$ cat src/rtl/regfile_wr_arbiter.sv
// regfile_wr_arbiter: shares the register-file write port between core writeback and an aux unit,
// tracking registers that are waiting on aux results.
module regfile_wr_arbiter #(
    parameter int XLEN = 32,
    parameter int STARVE_LIMIT = 3
) (
    input  logic            clk,
    input  logic            rst,
    input  logic            wb_valid,
    input  logic [4:0]      wb_rd,
    input  logic [XLEN-1:0] wb_data,
    input  logic            aux_valid,
    input  logic [4:0]      aux_rd,
    input  logic [XLEN-1:0] aux_data,
    output logic            aux_ready,
    input  logic            iss_valid,
    input  logic [4:0]      iss_rd,
    output logic            iss_ready,
    input  logic [4:0]      chk_rs1,
    input  logic [4:0]      chk_rs2,
    input  logic [4:0]      chk_rd,
    output logic            hazard,
    output logic            core_stall,
    output logic            rf_we,
    output logic [4:0]      rf_rd,
    output logic [XLEN-1:0] rf_wdata
);
    localparam logic [3:0] LIM = 4'(STARVE_LIMIT);
    logic [31:1]     busy;
    logic [3:0]      starve_cnt;
    logic [31:0]     bv;
    logic            aux_gnt, wb_gnt, iss_ok;
    logic [4:0]      sel_rd;
    logic [XLEN-1:0] sel_data;
    always_comb begin
        bv         = {busy, 1'b0};
        aux_gnt    = aux_valid && (!wb_valid || starve_cnt >= LIM);
        wb_gnt     = wb_valid && !aux_gnt;
        iss_ok     = iss_valid && !bv[iss_rd];
        sel_rd     = aux_gnt ? aux_rd : wb_gnt ? wb_rd : 5'd0;
        sel_data   = aux_gnt ? aux_data : wb_gnt ? wb_data : '0;
        aux_ready  = !rst && aux_gnt;
        iss_ready  = !rst && iss_ok;
        hazard     = !rst && (bv[chk_rs1] || bv[chk_rs2] || bv[chk_rd]);
        core_stall = !rst && wb_valid && aux_gnt;
        rf_we      = !rst && (aux_gnt || wb_gnt) && sel_rd != 5'd0;
        rf_rd      = rst ? 5'd0 : sel_rd;
        rf_wdata   = rst ? '0 : sel_data;
    end
    // A set can only target a non-busy index, so it never collides with a clear.
    always_ff @(posedge clk) begin
        if (rst) begin
            busy       <= '0;
            starve_cnt <= '0;
        end else begin
            starve_cnt <= (!aux_valid || aux_gnt) ? 4'd0 : (starve_cnt >= LIM) ? LIM : starve_cnt + 4'd1;
            for (int i = 1; i < 32; i++)
                busy[i] <= (iss_ok && iss_rd == 5'(i)) || (busy[i] && !(aux_gnt && aux_rd == 5'(i)));
        end
    end
endmodule

$ cat config.mk
export PLATFORM = sky130hd
export DESIGN_NAME = regfile_wr_arbiter
export DESIGN_NICKNAME = d
export VERILOG_FILES = /design/src/rtl/regfile_wr_arbiter.sv
export SDC_FILE = /design/constraint.sdc
export NUM_CORES = 1
export LEC_CHECK = 0
export ABC_AREA = 1
export ABC_CLOCK_PERIOD_IN_PS = 2800
export BUFFER_PORTS_ARGS = -buffer_cell sky130_fd_sc_hd__buf_2
export CAP_MARGIN = 20
export CORE_UTILIZATION = 53
export CTS_CLUSTER_DIAMETER = 50
export DETAILED_ROUTE_END_ITERATION = 8
export PLACE_DENSITY = 0.88
export SLEW_MARGIN = 30
export SYNTH_ARGS = -nofsm -noshare
export SYNTH_HDL_FRONTEND = slang
export SYNTH_SLANG_ARGS = --single-unit
$ cat constraint.sdc
create_clock -name clk -period 2.8 [get_ports clk]
set_clock_uncertainty 0.05 [all_clocks]
set_input_delay 0.14 -clock clk [delete_from_list [all_inputs] [get_ports clk]]
set_output_delay 0.14 -clock clk [all_outputs]
set_load 0.01 [all_outputs]
==> summary.txt, run 1 <==
Worst hold path
  – Hold Crit Class: in2reg
  – Hold path depth: 3
  – Hold_sp: iss_rd[4]
  – Hold endpoint: busy[18]

Global routing
  – Total Routing Usage GR: 43.5%
  – Grt total ovfl: 0
  – Largest net degree at the start of global routing: 35
  – Initial antenna violation count: 5
  – Number of global-route vias before repair: 4052
  – First-pass GRT wire length: 21400 um

Route
  – Routed WL: 14700 um
  – Vias post-DR: 4949
  – WL/cell: 18.7 um
  – DRC viols: 0
  – Vias per Instance: 6.29
  – Router iterations before antenna repair: 7
  – Detail Route Antenna Nets: 0
  – Iteration-0 DRC count of the detailed router: 781

Clock tree
  – Total CTS buffers: 5
  – Hold buffer count at cts: 0
  – H-Tree Depth: 2
  – Buffer depth of the longest clock path: 2
  – Num Clock Sinks: 35
  – CTS tree: built
  – PostCTS Resize Cnt: 0
  – Clk slew on worst S/H paths: 0.08 ns
  – Root buffer cell: clkbuf_8
  – Clock Latency Late Sink: 0.30 ns
  – Setup bufs post-CTS: 0

Synthesis
  – Post-Synthesis Cells: 591
  – FF+latch count, synth: 35
  – Yosys warning count: 0
  – Ranking of synthesized cells by area: dfxtp_1 (21%), nand2_1 (17%), a32o_1 (9.4%), nand3_1 (8.7%), a21oi_1 (6.6%)
  – Ys flop type: dfxtp_1
  – Ys async rst share: 0%
  – Average size of a mapped cell: 5.76 sq um
  – Area leader, netlist: dfxtp_1
  – Sequential share of the synthesized area: 20.6%
  – Share of the synthesized area in the top cell type: 20.6%
  – Post-synthesis cell area: 0.00340 sq mm
  – Distinct cells, synth: 31
  – Post-synth EDFFs: 0

Critical path
  – R2r endpoint: busy[18]
  – CP Max Fanout: 33
  – Reg2Reg Setup Slack: 0.80 ns
  – Nature of the critical path endpoint: output port
  – Reg2Reg Depth: 8
  – RR Startpoint: starve_cnt[0]
  – Critical path class: reg2out
  – Crit path arrival time: 2.29 ns
  – Worst path required time: 2.61 ns
  – Startpoint Class: register

Die
  – Die area: 0.00675 sq mm
  – DIE HEIGHT: 82.1 um
  – I/O pins: 141
  – Initial core utilization: 56.2%
  – Core Box Area: 0.00606 sq mm
  – FP Rows: 28
  – Die X-Extent: 82.1 um

Final layout
  – Layout fillers: 609
  – Area grow syn2layout: 22.4%
  – Multi-input gate area: 0.00230 sq mm
  – Layout Nets: 805
  – Layout cells sized above 1: 23.5%
  – FF/Latch Area: 701 sq um

STA
  – Tmin final: 2.48 ns
  – Sum of negative setup slack: 0 ns
  – Unrepaired setup endpoints after global routing: no
  – Period utilization: 88.7%
  – Setup violations, final: 0
  – Final Slew Violations: 0
  – Worst Max-Slew Pin Slew: 0.970 ns
  – Hold Slack: 0.113 ns
  – Slew Limit Headroom: 35.3%
  – Hold Vio Cnt, Final: 0
  – Fmax achieved: 0.402 GHz

Power and ir drop
  – Switching pwr: 0.000477 W
  – Cell Pwr Density: 314 mW/mm^2
  – Worst vdd ir: 0.243 mV
  – Flop pwr share: 39.5%
  – Clock power frac: 28.3%
  – P_int: 0.000833 W
  – Sw Ratio: 36.4%
  – Leakage power: 2.00 nW
  – Comb pwr share: 32.2%

Placed design
  – Placed wire-length estimate: 11200 um
  – RePlAce Congestion: 1.05
  – IO buf count: 140

Run status
  – Status: finished clean

Job
  – Max_cap viols: 0
-- area by class of cell --
cell class / count / area share [%]
antenna: 6 / 0.360
clock buffer: 5 / 1.65
clock inverter: 3 / 0.480
inverter: 65 / 5.85
multi-input combinational: 455 / 55.2
sequential: 35 / 16.8
tap: 75 / 2.25
timing repair buffer: 143 / 17.4
-- metal layers --
metal / vias up / global-route usage (%) / wire length (um)
met3: 52 / 10.4 / 2050
li1: 2269 / - / -
met4: 0 / 21.9 / 713
met5: - / 0 / 0
met2: 409 / 70.2 / 6560
met1: 2219 / 53.7 / 5400
-- cell families (layout without fill, tap and decap cells) --
| kind of cell | Yosys count | count (layout) | share of synthesized area [%] |
|---|---|---|---|
| compound gates | 144 | 144 | 27.2 |
| flops | 35 | 35 | 20.6 |
| simple gates | 308 | 308 | 39.7 |
| buf+inv | 102 | 216 | 12.0 |
| other cells | 1 | 8 | 0.110 |
| fa+ha+maj | 1 | 1 | 0.367 |
-- worst max-delay path by stage --
stage                        startpoint      endpoint  cells past startpoint
after floorplan           starve_cnt[0]  rf_wdata[23]                      7
after global placement    starve_cnt[0]         rf_we                      9
after detailed placement  starve_cnt[0]         rf_we                      9
after CTS                 starve_cnt[0]         rf_we                      9
after global routing      starve_cnt[0]         rf_we                      9
final                     starve_cnt[0]         rf_we                      9
-- sequential cells by signal (all words and copies together), names as in the netlist --
signal      flops
busy           31
starve_cnt      4
-- power groups by stage --
stage | logic [W] | registers [W] | clock network [W]
floorplan | 0.000248 | 0.000521 | 0
global placement | 0.000403 | 0.000528 | 0
detailed placement | 0.000409 | 0.000527 | 0
CTS | 0.000411 | 0.000516 | 0.000369
global route | 0.000457 | 0.000517 | 0.000390
finish | 0.000423 | 0.000517 | 0.000371
-- critical path, stage by stage, from the launching register on --
cell     delay (ns)
dfxtp_1        0.31
ha_1           0.18
nor2_1         0.13
nand2_1        0.09
nand2_1        0.20
nand2_1        0.17
inv_2          0.42
a21oi_1        0.16
a31oi_1        0.18
buf_2          0.15
-- Yosys cell counts, types with 2 or more instances --
| cell type | count |
|---|---|
| nor2_1 | 52 |
| dfxtp_1 | 35 |
| nand3_1 | 59 |
| nor2_4 | 2 |
| buf_4 | 2 |
| o21ai_0 | 42 |
| nand2_2 | 2 |
| clkbuf_1 | 25 |
| o211ai_1 | 7 |
| inv_1 | 58 |
| o22ai_1 | 4 |
| buf_2 | 8 |
| inv_2 | 7 |
| o31ai_1 | 3 |
| o21ai_1 | 6 |
| o311ai_0 | 3 |
| nand2_1 | 156 |
| a32o_1 | 32 |
| nand4_1 | 32 |
| a21oi_1 | 45 |
-- cells in the final DEF (no fill, tap or decap), drive strengths merged, types with 4 or more instances in the layout --
cell / instances
o21ai: 49
diode: 6
a32o: 32
o22ai: 4
dfxtp: 35
inv: 65
clkbuf: 5
a21oi: 45
o211ai: 7
nand3: 59
nor2: 55
nand4: 32
nand2: 158
buf: 143
-- through the flow --
step | worst slack [ns] | cell area, sq um | util [%] | power, W | std cells
final | 0.315 | 4170 | 68.8 | 0.00131 | 787
after global routing | 0.124 | 4170 | 68.7 | 0.00136 | 786
after CTS | 0.356 | 4150 | 68.5 | 0.00130 | 781
after detailed placement | 0.689 | 4060 | 67.1 | 0.000936 | 773
after global placement | 0.780 | 4060 | 67.1 | 0.000931 | 773
after floorplan | 1.08 | 3410 | - | 0.000769 | 592
Power figures use the tool's default switching activity.
==> run 2, diff against run 1 <==
--- a/config.mk
+++ b/config.mk
@@ -13,6 +13,7 @@
 export CTS_CLUSTER_DIAMETER = 50
 export DETAILED_ROUTE_END_ITERATION = 8
 export PLACE_DENSITY = 0.88
+export RECOVER_POWER = 50
 export SLEW_MARGIN = 30
 export SYNTH_ARGS = -nofsm -noshare
 export SYNTH_HDL_FRONTEND = slang
==> summary.txt, run 2 (same netlist as run 1, synthesis figures left out) <==
Power and ir drop
  – Comb pwr share: 32.1% (about the same)
  – Clock power frac: 28.4% (about the same)
  – Power consumption: 0.00131 W (-0.16%)
  – Sw Ratio: 36.5% (+0.088 points)
  – Flop pwr share: 39.5% (about the same)
  – Cell Pwr Density: 315 mW/mm^2 (+0.32%)
  – P_int: 0.000831 W (-0.30%)
  – Leakage power: 1.98 nW (-0.83%)
  – Worst vdd ir: 0.240 mV (-1.4%)
  – Switching pwr: 0.000478 W (about the same)

Route
  – WL/cell: 18.6 um (-0.42%)
  – Routed WL: 14700 um (-0.42%)
  – DRT met1 WL: 5330 um (-1.3%)
  – WL met2: 6540 um (-0.43%)
  – Detail Route Antenna Nets: 0 (unchanged)
  – Iteration-0 DRC count of the detailed router: 713 (-8.7%)
  – Top Layer Used: met4
  – DRC viols: 0 (unchanged)
  – Vias per Instance: 6.21 (-1.2%)
  – Router iterations before antenna repair: 6 (-1)
  – Vias post-DR: 4890 (-1.2%)
  – Met3 routed WL: 2090 um (+1.5%)

Die
  – Die X-Extent: 82.1 um (unchanged)
  – DIE HEIGHT: 82.1 um (unchanged)
  – I/O pins: 141 (unchanged)
  – Die area: 0.00675 sq mm (unchanged)
  – Core Box Area: 0.00606 sq mm (unchanged)
  – FP Rows: 28 (unchanged)
  – Initial core utilization: 56.2% (unchanged)

STA
  – Setup violations, final: 0 (unchanged)
  – Unrepaired setup endpoints after global routing: no
  – Final Slew Violations: 0 (unchanged)
  – Tmin final: 2.48 ns (-0.00459 ns)
  – Worst Max-Slew Pin Slew: 0.959 ns (-0.0109 ns)
  – Sum of negative setup slack: 0 ns (unchanged)
  – Period utilization: 88.6% (-0.16 points)
  – Fmax achieved: 0.403 GHz (+0.18%)
  – Slew Limit Headroom: 36.0% (+0.73 points)
  – Hold Vio Cnt, Final: 0 (unchanged)
  – Hold Slack: 0.114 ns (+0.00101 ns)

Worst hold path
  – Hold Crit Class: in2reg
  – Hold path depth: 3 (unchanged)
  – Hold endpoint: busy[18]
  – Hold_sp: iss_rd[4]

Clock tree
  – Root buffer cell: clkbuf_8
  – Clk slew on worst S/H paths: 0.08 ns (about the same)
  – Hold buffer count at cts: 0 (unchanged)
  – PostCTS Resize Cnt: 0 (unchanged)
  – Total CTS buffers: 5 (unchanged)
  – CTS tree: built
  – Num Clock Sinks: 35 (unchanged)
  – H-Tree Depth: 2 (unchanged)
  – Buffer depth of the longest clock path: 2 (unchanged)
  – Clock Latency Late Sink: 0.30 ns (about the same)
  – Setup bufs post-CTS: 0 (unchanged)

Final layout
  – Top reg by flops: busy
  – Area grow syn2layout: 21.8%
  – Layout cells sized above 1: 22.7% (-0.85 points)
  – Most common cell after layout, fill and taps aside: nand2_1
  – Layout Nets: 805 (unchanged)
  – Biggest regs: busy (31), starve_cnt (4)
  – Non-Filler Cell Area, Final: 0.00415 sq mm (-0.48%)
  – Max FFs per register: 31 (unchanged)
  – Most frequent cells in the layout: nand2_1 (157), buf_2 (137), nand3_1 (59), inv_1 (58), nor2_1 (52)

Job
  – Max_cap viols: 0 (unchanged)

Critical path
  – Reg2Reg Depth: 8 (unchanged)
  – CP Max Fanout: 33 (unchanged)
  – Startpoint Class: register
  – RR Startpoint: starve_cnt[0]
  – Worst path required time: 2.61 ns (about the same)
  – Crit path arrival time: 2.29 ns (about the same)
  – R2r endpoint: busy[18]
  – Reg2Reg Setup Slack: 0.79 ns (about the same)
  – Nature of the critical path endpoint: output port
  – Critical path class: reg2out

Global routing
  – Number of global-route vias before repair: 4052 (unchanged)
  – Total Routing Usage GR: 43.5% (unchanged)
  – First-pass GRT wire length: 21400 um (unchanged)
  – Initial antenna violation count: 5 (unchanged)
  – Grt total ovfl: 0 (unchanged)
  – Largest net degree at the start of global routing: 35 (unchanged)

Placed design
  – Placed wire-length estimate: 11200 um (unchanged)
  – RePlAce Congestion: 1.05 (unchanged)
  – Placed Area: 0.00406 sq mm (unchanged)
  – IO buf count: 140 (unchanged)

Run status
  – Status: finished clean
[run 2: cell count changes in the layout (fill, tap and decap cells not counted), sizes merged]
cell    delta
buf        -5
clkbuf     +5
[run 2: how the worst max path moves through the flow]
stage,startpoint,endpoint,slack [ns],cells past startpoint
final,starve_cnt[0],rf_we,0.32,9
after global routing,starve_cnt[0],rf_we,0.12,9
after CTS,starve_cnt[0],rf_we,0.36,9
after detailed placement,starve_cnt[0],rf_we,0.69,9
after global placement,starve_cnt[0],rf_we,0.78,9
after floorplan,starve_cnt[0],rf_wdata[23],1.08,7
[run 2: metrics by stage]
stage	std cells	setup slack [ns]	util, %
after floorplan	592	1.08	-
after global placement	773	0.780	67.1
after detailed placement	773	0.689	67.1
after CTS	781	0.356	68.5
after global routing	786	0.124	68.4
final	787	0.320	68.4
[run 2: final cells by class]
cell class / instances / area, sq um
flip-flops and latches: 35 / 701
repair buffers: 143 / 713
well taps: 75 / 93.8
diodes: 6 / 15.0
clock inverters: 3 / 20.0
clock buffers: 5 / 68.8
fillers: 615 / 1910
inverters: 65 / 244
multi-input cells: 455 / 2290
[run 2: layer usage]
layer	track usage [%]	up-vias
met5	0	-
met4	21.9	0
met3	10.4	57
met2	70.2	389
met1	53.7	2174
li1	-	2270
[run 2: power by group through the flow]
stage | registers, W | logic (W) | clock network [W]
floorplan | 0.000521 | 0.000248 | 0
detailed placement | 0.000527 | 0.000409 | 0
CTS | 0.000516 | 0.000411 | 0.000369
global route | 0.000517 | 0.000454 | 0.000390
finish | 0.000517 | 0.000420 | 0.000372
global placement | 0.000528 | 0.000403 | 0
[run 2: critical path, cell delays in order (launching register included)]
cell and delay [ns]:
dfxtp_1 0.31, ha_1 0.19, nor2_1 0.13, nand2_1 0.09, nand2_1 0.19, nand2_1 0.17
inv_2 0.42, a21oi_1 0.16, a31oi_1 0.18, buf_2 0.15
